**src/rtl/uart_pkg.sv**
```systemverilog
// Shared definitions for the configurable UART transmitter: parity modes,
// FSM state encoding and frame-length helpers.
package uart_pkg;

  localparam logic [1:0] PAR_NONE = 2'd0;
  localparam logic [1:0] PAR_EVEN = 2'd1;
  localparam logic [1:0] PAR_ODD  = 2'd2;

  typedef enum logic [2:0] {
    ST_IDLE,
    ST_START,
    ST_DATA,
    ST_PARITY,
    ST_STOP
  } tx_state_e;

  // cfg_len 0..3 selects 5..8 data bits
  function automatic logic [3:0] len_to_bits(input logic [1:0] len);
    return {2'b00, len} + 4'd5;
  endfunction

  function automatic logic [7:0] len_to_mask(input logic [1:0] len);
    return 8'hFF >> (2'd3 - len);
  endfunction

  // Encoding 3 behaves like PAR_NONE
  function automatic logic parity_enabled(input logic [1:0] par);
    return (par == PAR_EVEN) || (par == PAR_ODD);
  endfunction

endpackage

```
**src/rtl/uart_tx_cfg_if.sv**
```systemverilog
// Producer-side byte handshake plus per-frame format controls.
interface uart_tx_cfg_if;
  logic [7:0] in_data;
  logic       in_valid;
  logic       in_ready;
  logic [1:0] cfg_len;
  logic [1:0] cfg_parity;
  logic       cfg_stop2;

  modport master (
    output in_data, in_valid, cfg_len, cfg_parity, cfg_stop2,
    input  in_ready
  );

  modport slave (
    input  in_data, in_valid, cfg_len, cfg_parity, cfg_stop2,
    output in_ready
  );
endinterface

```
**src/rtl/uart_sync_fifo.sv**
```systemverilog
// Single-clock show-ahead FIFO; a push while full is dropped even when a
// pop happens on the same edge.
module uart_sync_fifo #(
  parameter int DEPTH = 4,
  parameter int WIDTH = 8
) (
  input  logic                     clk,
  input  logic                     reset,
  input  logic                     push_i,
  input  logic [WIDTH-1:0]         wdata_i,
  input  logic                     pop_i,
  output logic [WIDTH-1:0]         rdata_o,
  output logic                     full_o,
  output logic                     empty_o,
  output logic [$clog2(DEPTH):0]   count_o
);

  localparam int AW = $clog2(DEPTH);

  logic [WIDTH-1:0] mem_q [DEPTH];
  logic [AW-1:0]    wr_ptr_q;
  logic [AW-1:0]    rd_ptr_q;
  logic [AW:0]      count_q;
  logic             push_ok;
  logic             pop_ok;

  assign full_o  = (count_q == (AW+1)'(DEPTH));
  assign empty_o = (count_q == '0);
  assign push_ok = push_i && !full_o;
  assign pop_ok  = pop_i && !empty_o;
  assign rdata_o = mem_q[rd_ptr_q];
  assign count_o = count_q;

  always_ff @(posedge clk) begin
    if (push_ok) mem_q[wr_ptr_q] <= wdata_i;
  end

  always_ff @(posedge clk) begin
    if (reset) begin
      wr_ptr_q <= '0;
      rd_ptr_q <= '0;
      count_q  <= '0;
    end else begin
      if (push_ok) wr_ptr_q <= wr_ptr_q + 1'b1;
      if (pop_ok)  rd_ptr_q <= rd_ptr_q + 1'b1;
      case ({push_ok, pop_ok})
        2'b10:   count_q <= count_q + 1'b1;
        2'b01:   count_q <= count_q - 1'b1;
        default: count_q <= count_q;
      endcase
    end
  end

endmodule

```
**src/rtl/uart_tx_cfg.sv**
```systemverilog
// Buffered UART transmitter with per-frame format (5-8 data bits,
// none/even/odd parity, 1 or 2 stop bits) and zero-gap back-to-back frames.
//
// state     | meaning
// ST_IDLE   | line high, waiting for a queued byte
// ST_START  | start bit (txd low)
// ST_DATA   | data bits, LSB first
// ST_PARITY | parity bit
// ST_STOP   | one or two stop bits (txd high)
module uart_tx_cfg
  import uart_pkg::*;
#(
  parameter int CLK_FREQ   = 100000000,
  parameter int BAUD       = 9600,
  parameter int FIFO_DEPTH = 4
) (
  input  logic                          clk,
  input  logic                          reset,
  uart_tx_cfg_if.slave                  in_if,
  output logic                          txd,
  output logic                          busy,
  output logic                          frame_done,
  output logic [$clog2(FIFO_DEPTH):0]   fifo_count
);

  localparam int CLKS_PER_BIT = CLK_FREQ / BAUD;
  localparam int BW           = $clog2(CLKS_PER_BIT);
  localparam logic [BW-1:0] BAUD_LAST = BW'(CLKS_PER_BIT - 1);

  logic [7:0] fifo_rdata;
  logic       fifo_full;
  logic       fifo_empty;
  logic       pop;

  uart_sync_fifo #(
    .DEPTH (FIFO_DEPTH),
    .WIDTH (8)
  ) u_fifo (
    .clk     (clk),
    .reset   (reset),
    .push_i  (in_if.in_valid),
    .wdata_i (in_if.in_data),
    .pop_i   (pop),
    .rdata_o (fifo_rdata),
    .full_o  (fifo_full),
    .empty_o (fifo_empty),
    .count_o (fifo_count)
  );

  assign in_if.in_ready = !fifo_full;

  tx_state_e     state_q, state_d;
  logic [BW-1:0] baud_q, baud_d;
  logic [2:0]    bit_idx_q, bit_idx_d;
  logic [3:0]    nbits_q, nbits_d;
  logic [7:0]    shift_q, shift_d;
  logic [1:0]    par_mode_q, par_mode_d;
  logic          stop2_q, stop2_d;
  logic          par_bit_q, par_bit_d;
  logic          txd_q, txd_d;
  logic          done_q, done_d;
  logic          bit_end;
  logic          last_data;
  logic          load;

  assign bit_end   = (baud_q == BAUD_LAST);
  assign last_data = ({1'b0, bit_idx_q} == (nbits_q - 4'd1));

  always_ff @(posedge clk) begin
    if (reset) begin
      state_q    <= ST_IDLE;
      baud_q     <= '0;
      bit_idx_q  <= '0;
      nbits_q    <= '0;
      shift_q    <= '0;
      par_mode_q <= PAR_NONE;
      stop2_q    <= 1'b0;
      par_bit_q  <= 1'b0;
      txd_q      <= 1'b1;
      done_q     <= 1'b0;
    end else begin
      state_q    <= state_d;
      baud_q     <= baud_d;
      bit_idx_q  <= bit_idx_d;
      nbits_q    <= nbits_d;
      shift_q    <= shift_d;
      par_mode_q <= par_mode_d;
      stop2_q    <= stop2_d;
      par_bit_q  <= par_bit_d;
      txd_q      <= txd_d;
      done_q     <= done_d;
    end
  end

  always_comb begin
    state_d    = state_q;
    baud_d     = bit_end ? '0 : baud_q + 1'b1;
    bit_idx_d  = bit_idx_q;
    nbits_d    = nbits_q;
    shift_d    = shift_q;
    par_mode_d = par_mode_q;
    stop2_d    = stop2_q;
    par_bit_d  = par_bit_q;
    done_d     = 1'b0;
    load       = 1'b0;
    pop        = 1'b0;
    txd_d      = 1'b1;

    case (state_q)
      ST_IDLE: begin
        baud_d = baud_q;
        if (!fifo_empty) load = 1'b1;
      end
      ST_START: begin
        if (bit_end) begin
          state_d   = ST_DATA;
          bit_idx_d = '0;
        end
      end
      ST_DATA: begin
        if (bit_end) begin
          shift_d = shift_q >> 1;
          if (last_data) begin
            bit_idx_d = '0;
            state_d   = parity_enabled(par_mode_q) ? ST_PARITY : ST_STOP;
          end else begin
            bit_idx_d = bit_idx_q + 3'd1;
          end
        end
      end
      ST_PARITY: begin
        if (bit_end) begin
          state_d   = ST_STOP;
          bit_idx_d = '0;
        end
      end
      ST_STOP: begin
        if (bit_end) begin
          if (stop2_q && (bit_idx_q == 3'd0)) begin
            bit_idx_d = 3'd1;
          end else begin
            done_d = 1'b1;
            if (!fifo_empty) load = 1'b1;
            else             state_d = ST_IDLE;
          end
        end
      end
      default: state_d = ST_IDLE;
    endcase

    // Format is captured only here, so cfg changes mid-frame wait for the next pop
    if (load) begin
      pop        = 1'b1;
      state_d    = ST_START;
      baud_d     = '0;
      bit_idx_d  = '0;
      shift_d    = fifo_rdata;
      nbits_d    = len_to_bits(in_if.cfg_len);
      par_mode_d = in_if.cfg_parity;
      stop2_d    = in_if.cfg_stop2;
      par_bit_d  = (^(fifo_rdata & len_to_mask(in_if.cfg_len)))
                   ^ (in_if.cfg_parity == PAR_ODD);
    end

    case (state_d)
      ST_START:  txd_d = 1'b0;
      ST_DATA:   txd_d = shift_d[0];
      ST_PARITY: txd_d = par_bit_d;
      default:   txd_d = 1'b1;
    endcase
  end

  assign txd        = txd_q;
  assign frame_done = done_q;
  assign busy       = (state_q != ST_IDLE);

endmodule

```
**src/flat_wrapper.sv**
```systemverilog
// flat-port wrapper written by rule: the top's interface ports become plain ports
module uart_tx_cfg_flat import uart_pkg::*;
#(
  parameter int CLK_FREQ   = 100000000,
  parameter int BAUD       = 9600,
  parameter int FIFO_DEPTH = 4
)
  (clk, reset, txd, busy, frame_done, fifo_count, in_if_in_data, in_if_in_valid, in_if_cfg_len, in_if_cfg_parity, in_if_cfg_stop2, in_if_in_ready);
  uart_tx_cfg_if in_if_i ();
  input  logic clk;
  input  logic reset;
  output logic txd;
  output logic busy;
  output logic frame_done;
  output logic [$clog2(FIFO_DEPTH):0] fifo_count;
  input wire logic [$bits(in_if_i.in_data)-1:0] in_if_in_data;
  input wire logic [$bits(in_if_i.in_valid)-1:0] in_if_in_valid;
  input wire logic [$bits(in_if_i.cfg_len)-1:0] in_if_cfg_len;
  input wire logic [$bits(in_if_i.cfg_parity)-1:0] in_if_cfg_parity;
  input wire logic [$bits(in_if_i.cfg_stop2)-1:0] in_if_cfg_stop2;
  output wire logic [$bits(in_if_i.in_ready)-1:0] in_if_in_ready;
  assign in_if_i.in_data = in_if_in_data;
  assign in_if_i.in_valid = in_if_in_valid;
  assign in_if_i.cfg_len = in_if_cfg_len;
  assign in_if_i.cfg_parity = in_if_cfg_parity;
  assign in_if_i.cfg_stop2 = in_if_cfg_stop2;
  assign in_if_in_ready = in_if_i.in_ready;
  uart_tx_cfg #(.CLK_FREQ(CLK_FREQ), .BAUD(BAUD), .FIFO_DEPTH(FIFO_DEPTH)) u_core (.clk(clk), .reset(reset), .in_if(in_if_i), .txd(txd), .busy(busy), .frame_done(frame_done), .fifo_count(fifo_count));
endmodule
```
**config.mk**
```make
export PLATFORM = sky130hd
export DESIGN_NAME = uart_tx_cfg_flat
export DESIGN_NICKNAME = d
export VERILOG_FILES = /design/src/rtl/uart_pkg.sv /design/src/rtl/uart_tx_cfg_if.sv /design/src/rtl/uart_sync_fifo.sv /design/src/rtl/uart_tx_cfg.sv /design/src/flat_wrapper.sv
export SDC_FILE = /design/constraint.sdc
export NUM_CORES = 1
export LEC_CHECK = 0
export CAP_MARGIN = 20
export CORE_MARGIN = 3
export CORE_UTILIZATION = 50
export CTS_BUF_LIST = sky130_fd_sc_hd__clkbuf_2 sky130_fd_sc_hd__clkbuf_4 sky130_fd_sc_hd__clkbuf_8
export CTS_CLUSTER_SIZE = 25
export DETAILED_ROUTE_END_ITERATION = 12
export PLACE_DENSITY_LB_ADDON = 0.3
export SLEW_MARGIN = 40
export SYNTH_ARGS = -nofsm -noshare
export SYNTH_HDL_FRONTEND = slang
export SYNTH_HIERARCHICAL = 1
export SYNTH_SLANG_ARGS = --single-unit
export TNS_END_PERCENT = 100
```
**constraint.sdc**
```tcl
create_clock -name clk -period 9.5 [get_ports clk]
set_clock_uncertainty 0.15 [all_clocks]
set_input_delay 1.425 -clock clk [delete_from_list [all_inputs] [get_ports clk]]
set_output_delay 1.425 -clock clk [all_outputs]
set_load 0.005 [all_outputs]
```
# == Word-level counts from Yosys, hierarchy flattened ==
# Memory sizes are Yosys's and may differ from the RTL's. A register that Yosys moved wholly into a read port is not among the register bits.
# Cells that the tools add are included.
# op_classes
eq_ne,19
shift,1
reduce_logical,20
add_sub_neg,9
n_mux,33
bitwise_logic,4
# ops
operator,n
$mux 3,14
$mux 8,3
$pmux 3 s5,1
$add 14x1->14 const B,1
$eq 14x14->1 const B,1
$mux 14,1
$eq 3x2->1 const B,4
$logic_not 3->1,3
$pmux 3 s3,1
$and 8x8->8,1
$mux 1,8
$ne 2x1->1 const B,4
$reduce_xor 8->1,1
$shr 8x2->8 const A,1
$add 3x1->3 const B,2
$eq 2x2->1 const B,3
$eq 3x1->1 const B,2
$eq 3x3->1 const B,2
$pmux 3 s2,1
$reduce_bool 2->1,3
$reduce_bool 3->1,2
$reduce_and 5->1,1
$add 2x1->2 const B,2
$add 2x3->4 const B,1
other kinds (16),23
# word_totals
mem_bits_rw,32
memories,1
out_inout_bits,7
regBits,45
in_bits,16
word_cells,101
# memory_table
name,depth,word_bits,read_ports,rd_clocked_by_memory_dff,write_ports,line_no,rtl
u_core.u_fifo.mem_q,4,8,1,1,1,uart_sync_fifo.sv:20,logic [WIDTH-1:0] mem_q [DEPTH];

# == Logic depth before layout (Yosys ltp) ==
# logic_depth
ltp_word,9
depth_mapped,15
ltp_nobuf,14

# == Hierarchy ==
# Netlist, hierarchy kept.
# modules_own_cells
module,n_inst,area_each_um2,cells_per_inst,seq_area_each_um2
uart_tx_cfg,1,1984.4,232,760.7
uart_sync_fifo,1,1635.3,96,1141.1

# == Least setup slack after synthesis ==
# No wires, ideal clock.
# synth_path
path_type,register -> register
from,register u_core.baud_q[4]
to,register u_core.u_fifo.count_q[2] (netlist: u_core/u_fifo/count_o[2])
setup_slack_ps,6114
arrival_ps,3166
setup_ps,70
required_time_ps,9280
synth_period_minus_slack_ps,3386
stages_incl_launch_ff,15
path_buffers,1
cell_sequence,dfxtp_1 > or4b_4 > or4_4 > o21ai_2 > nand2_1 > inv_2 > buf_4 > o31ai_2 > inv_1 > ha_1 > inv_1 > fa_1 > xor2_1 > or3_1 > a21oi_1
# synth_between
elab_chain_len,7
elab_cells_between_ends,9
classes_between,eq/ne: 3; mux: 4; reduce/logical: 2
# synth_rtl
element,line_no,rtl
from (decl),uart_tx_cfg.sv:53,"logic [BW-1:0] baud_q, baud_d;"
from (signal assigned),uart_tx_cfg.sv:83,baud_q <= baud_d;
$eq 14x14->1 *,uart_tx_cfg.sv:66,assign bit_end = (baud_q == BAUD_LAST);
$mux 1 *,uart_tx_cfg.sv:138,if (bit_end) begin
$pmux 1 s2 *,uart_tx_cfg.sv:109,case (state_q)
via u_core.load,uart_tx_cfg.sv:64,logic load;
$mux 1 *,uart_tx_cfg.sv:152,if (load) begin
$logic_and 1x1->1 *,uart_sync_fifo.sv:30,assign pop_ok = pop_i && !empty_o;
via u_core.u_fifo.pop_ok,uart_sync_fifo.sv:25,logic pop_ok;
$eq 2x1->1 / $eq 2x2->1 (equally long branches),uart_sync_fifo.sv:46,"case ({push_ok, pop_ok})"
$pmux 3 s2 / $reduce_bool 2->1 (equally long branches),--,
to (signal assigned),uart_sync_fifo.sv:47,2'b10: count_q <= count_q + 1'b1;
to (signal assigned),uart_sync_fifo.sv:48,2'b01: count_q <= count_q - 1'b1;
to (signal assigned),uart_sync_fifo.sv:49,default: count_q <= count_q;
to (decl),uart_sync_fifo.sv:23,logic [AW:0] count_q;
# Mark *: on every way through the listed nets, which the timed path passes. The rest lies on a longest branch.
# A chain may end at the register's enable or synchronous reset.

# == Final worst setup path ==
# layout_path
from,register u_core.baud_q[4]
to,register u_core.u_fifo.count_q[2] (netlist: u_core/u_fifo/count_o[2])
# layout_between
elab_chain_len,7
elab_cells_between_ends,9
classes_between,eq/ne: 3; mux: 4; reduce/logical: 2
# layout_rtl
element,line_no
$eq 14x14->1 *,uart_tx_cfg.sv:66
$mux 1 *,uart_tx_cfg.sv:138
$pmux 1 s2 *,uart_tx_cfg.sv:109
$mux 1 *,uart_tx_cfg.sv:152
$logic_and 1x1->1 *,uart_sync_fifo.sv:30
via u_core.u_fifo.pop_ok,uart_sync_fifo.sv:25
$eq 2x1->1 / $eq 2x2->1 (equally long branches),uart_sync_fifo.sv:46
$pmux 3 s2 / $reduce_bool 2->1 (equally long branches),--
# Marks and branches as above.

==> out/results.txt <==
worst path bufs/invs - 3
postcts setup bufs - 0
number of global-route vias before repair - 2393
Synth Flop Type - dfxtp_1
gp weighted congestion - 0.789
Clock Pin Slew Worst Setup and Hold Paths - 0.08 ns
Critical Path Fanout Max - 22
most common cell after layout, fill and taps aside - dfxtp_1
Die X - 91.1 um
M1 WL - 3190 um
Resized cells post-CTS - 0
maxcap violations - 0
slowest stage delay, CP - 0.58 ns
CP endpoint kind - flip-flop
CTS tree - done
DP HPWL - 4560 um
layout filler cell count - 585
Relative slew margins - 51.6%
sequential share of the synthesized area - 52.5%
Syn Area/Cell - 11.0 um2
R2R depth - 13
fin crit period - 4.13 ns
Top delay family on crit path - simple AND/OR/NAND/NOR gates
clock root cell - clkbuf_8
EDFF count, synth - 32
layout cells sized above 1 - 9.52%
RSZ-0062 raised after global routing - no
Area Growth Syn to Fin - 13.7%
CORE AREA - 0.00691 mm2
Post-Syn Area - 0.00362 mm2
Final Util - 59.6%
Port Buf Inserts - 22
Initial Utilization - 52.4%
Synth Register Bits - 79
met3 WL post-DR - 258 um
antenna cell count - 0
die area - 0.00830 mm2
WP data required - 9.62 ns
Routed WL per cell - 14.3 um
hold path depth - 2
Syn. warnings - 6
DR vias/cell - 5.32
first-pass GRT wire length - 11100 um
final net count - 380
total gr overflow - 0
drt first pass iters - 4
clk buf depth - 2
Worst VDD drop - 0.119 mV
clock sinks - 79
Slew @ Worst Pin - 0.724 ns
WP data arrival - 4.24 ns
chip height - 91.1 um
Syn Nets - 356
Setup crit start kind - flip-flop
Post-CTS Hold Buffers - 0
met2 wire len - 2920 um
TNS Setup - 0 ns
gr usage total - 16.7%
final worst slack - 5.37 ns
Max Fclk - 0.242 GHz
WS Path Type - flip-flop to flip-flop
dpl ws - 5.43 ns
final hold slack - 0.319 ns
status - completed
antenna viol nets, final - 0
critical path depth - 13
Synth cell types - 53
Final Hold Viols - 0
worst skew pair latency - 0.34 ns
total CTS buffers - 9
Tcrit/Tclk final - 43.4%
row count - 30
vias after detailed routing - 2411
Worst Hold Class - flip-flop to flip-flop
Detailed Route WL - 6460 um
pwr/cell area - 252 mW/mm2
Crit path top cell by count - inv_1
Pleak - 1.49 nW
htree depth - 3
Crit-path slowest cell - or4b_4
initial antenna violation count - 0
largest net degree at the start of global routing - 34
Mapped Cells - 328
Final Slew Violations - 0
# setup viols final - 0
# DRC - 0
Starting DRT DRC Count - 107
I/O pin count - 23
highest metal used - met4
commonest non-fill, non-tap cells in the layout - dfxtp_1 (47), nor2_1 (36), edfxtp_1 (32)
FFs w/ async S/R, synth - 0%
crit-path cells - or4b_4 -> or4_4 -> o21ai_2 -> nand2_1 -> inv_2 -> o31ai_2 -> inv_1 -> ha_1 -> inv_1 -> fa_1 -> xor2_1 -> or3_1 -> a21oi_1
-- metal layers --
metal | GRT usage (%) | vias to the layer above
met5 | 0 | -
met4 | 6.41 | 0
met3 | 4.47 | 9
met2 | 25.1 | 43
met1 | 23.1 | 1149
li1 | - | 1210
-- per-stage QoR --
| step | total power, W | cells | cell area [um2] |
|---|---|---|---|
| 2_1_floorplan | 0.000711 | 328 | 3620 |
| 3_3_place_gp | 0.000782 | 437 | 3920 |
| 3_5_place_dp | 0.000792 | 437 | 3920 |
| 4_1_cts | 0.00104 | 453 | 4120 |
| 5_1_grt | 0.00110 | 453 | 4120 |
| 6_report | 0.00104 | 453 | 4120 |
-- layout make-up --
cell class	count	area [um2]	share of cell area (%)
clock buffers	9	124	3.01
well taps	96	120	2.92
inverters	18	67.6	1.64
flip-flops and latches	79	1900	46.2
repair buffers	23	228	5.53
clock inverters	7	76.3	1.85
multi-input cells	221	1600	38.8
-- path summary, 6_finish.rpt --
check | start | end | slack, ns
worst max-delay path | u_core/baud_q[4]$_SDFFE_PP0P_ | u_core/u_fifo/count_o[2]$_SDFFE_PP0P_ | 5.37
worst min-delay path | u_core/stop2_q$_SDFFE_PP0P_ | u_core/stop2_q$_SDFFE_PP0P_ | 0.32
worst max register to register | u_core/baud_q[4]$_SDFFE_PP0P_ | u_core/u_fifo/count_o[2]$_SDFFE_PP0P_ | 5.37
worst min register to register | u_core/stop2_q$_SDFFE_PP0P_ | u_core/stop2_q$_SDFFE_PP0P_ | 0.32
-- where the power goes --
group	switching [W]	internal [W]	leakage, nW
clock	0.000127	0.000124	0.0987
combinational	0.000186	0.000151	0.713
sequential	0.0000445	0.000405	0.677
total	0.000358	0.000680	1.49
-- synth_stat cells (all sizes together), types with 3 or more instances --
master / n / area share [%]
a211oi: 11 / 2.3
a21oi: 17 / 2.4
and2: 6 / 1.0
buf: 6 / 1.0
clkbuf: 4 / 0.41
dfxtp: 47 / 26
edfxtp: 32 / 27
ha: 11 / 3.8
inv: 18 / 1.9
mux2i: 9 / 2.5
mux4: 8 / 5.0
nand2: 25 / 2.6
nand2b: 4 / 0.69
nand3: 8 / 1.1
nand3b: 3 / 0.62
nor2: 36 / 3.7
nor2b: 7 / 1.2
nor3: 8 / 1.2
nor4: 5 / 1.3
o21ai: 6 / 0.93
o31ai: 3 / 0.76
or3: 4 / 0.69
xnor2: 11 / 2.7
xor2: 16 / 3.9
-- sequential cells by signal, summed over array words and instances (netlist names), named ones only --
name and cells:
u_core/state_q 3, u_core/u_fifo/wr_ptr_q 2, u_core/u_fifo/rd_ptr_q 2, u_core/nbits_q 4
u_core/par_mode_q 2, u_core/txd 1, u_core/u_fifo/count_o 3, u_core/shift_q 8
u_core/frame_done 1, u_core/bit_idx_q 3, u_core/par_bit_q 1, u_core/u_fifo/mem_q 32
u_core/baud_q 14, u_core/stop2_q 1
-- worst reg2reg max path: cells and delay by family (launching register included) --
family / cells / cell delay (ns)
fa+ha+maj: 2 / 0.55
simple gates: 4 / 1.86
xor+xnor: 1 / 0.16
compound gates: 3 / 0.43
buf+inv: 3 / 0.56
flops: 1 / 0.34
-- kinds of logic after synthesis --
group,Yosys count,share of synthesized area [%]
flops,79,52.5
fa+ha+maj,12,4.36
compound gates,45,8.16
mux,17,7.47
simple gates,120,17.7
buf+inv,28,3.28
xor+xnor,27,6.53
(Power assumes the default switching activity.)
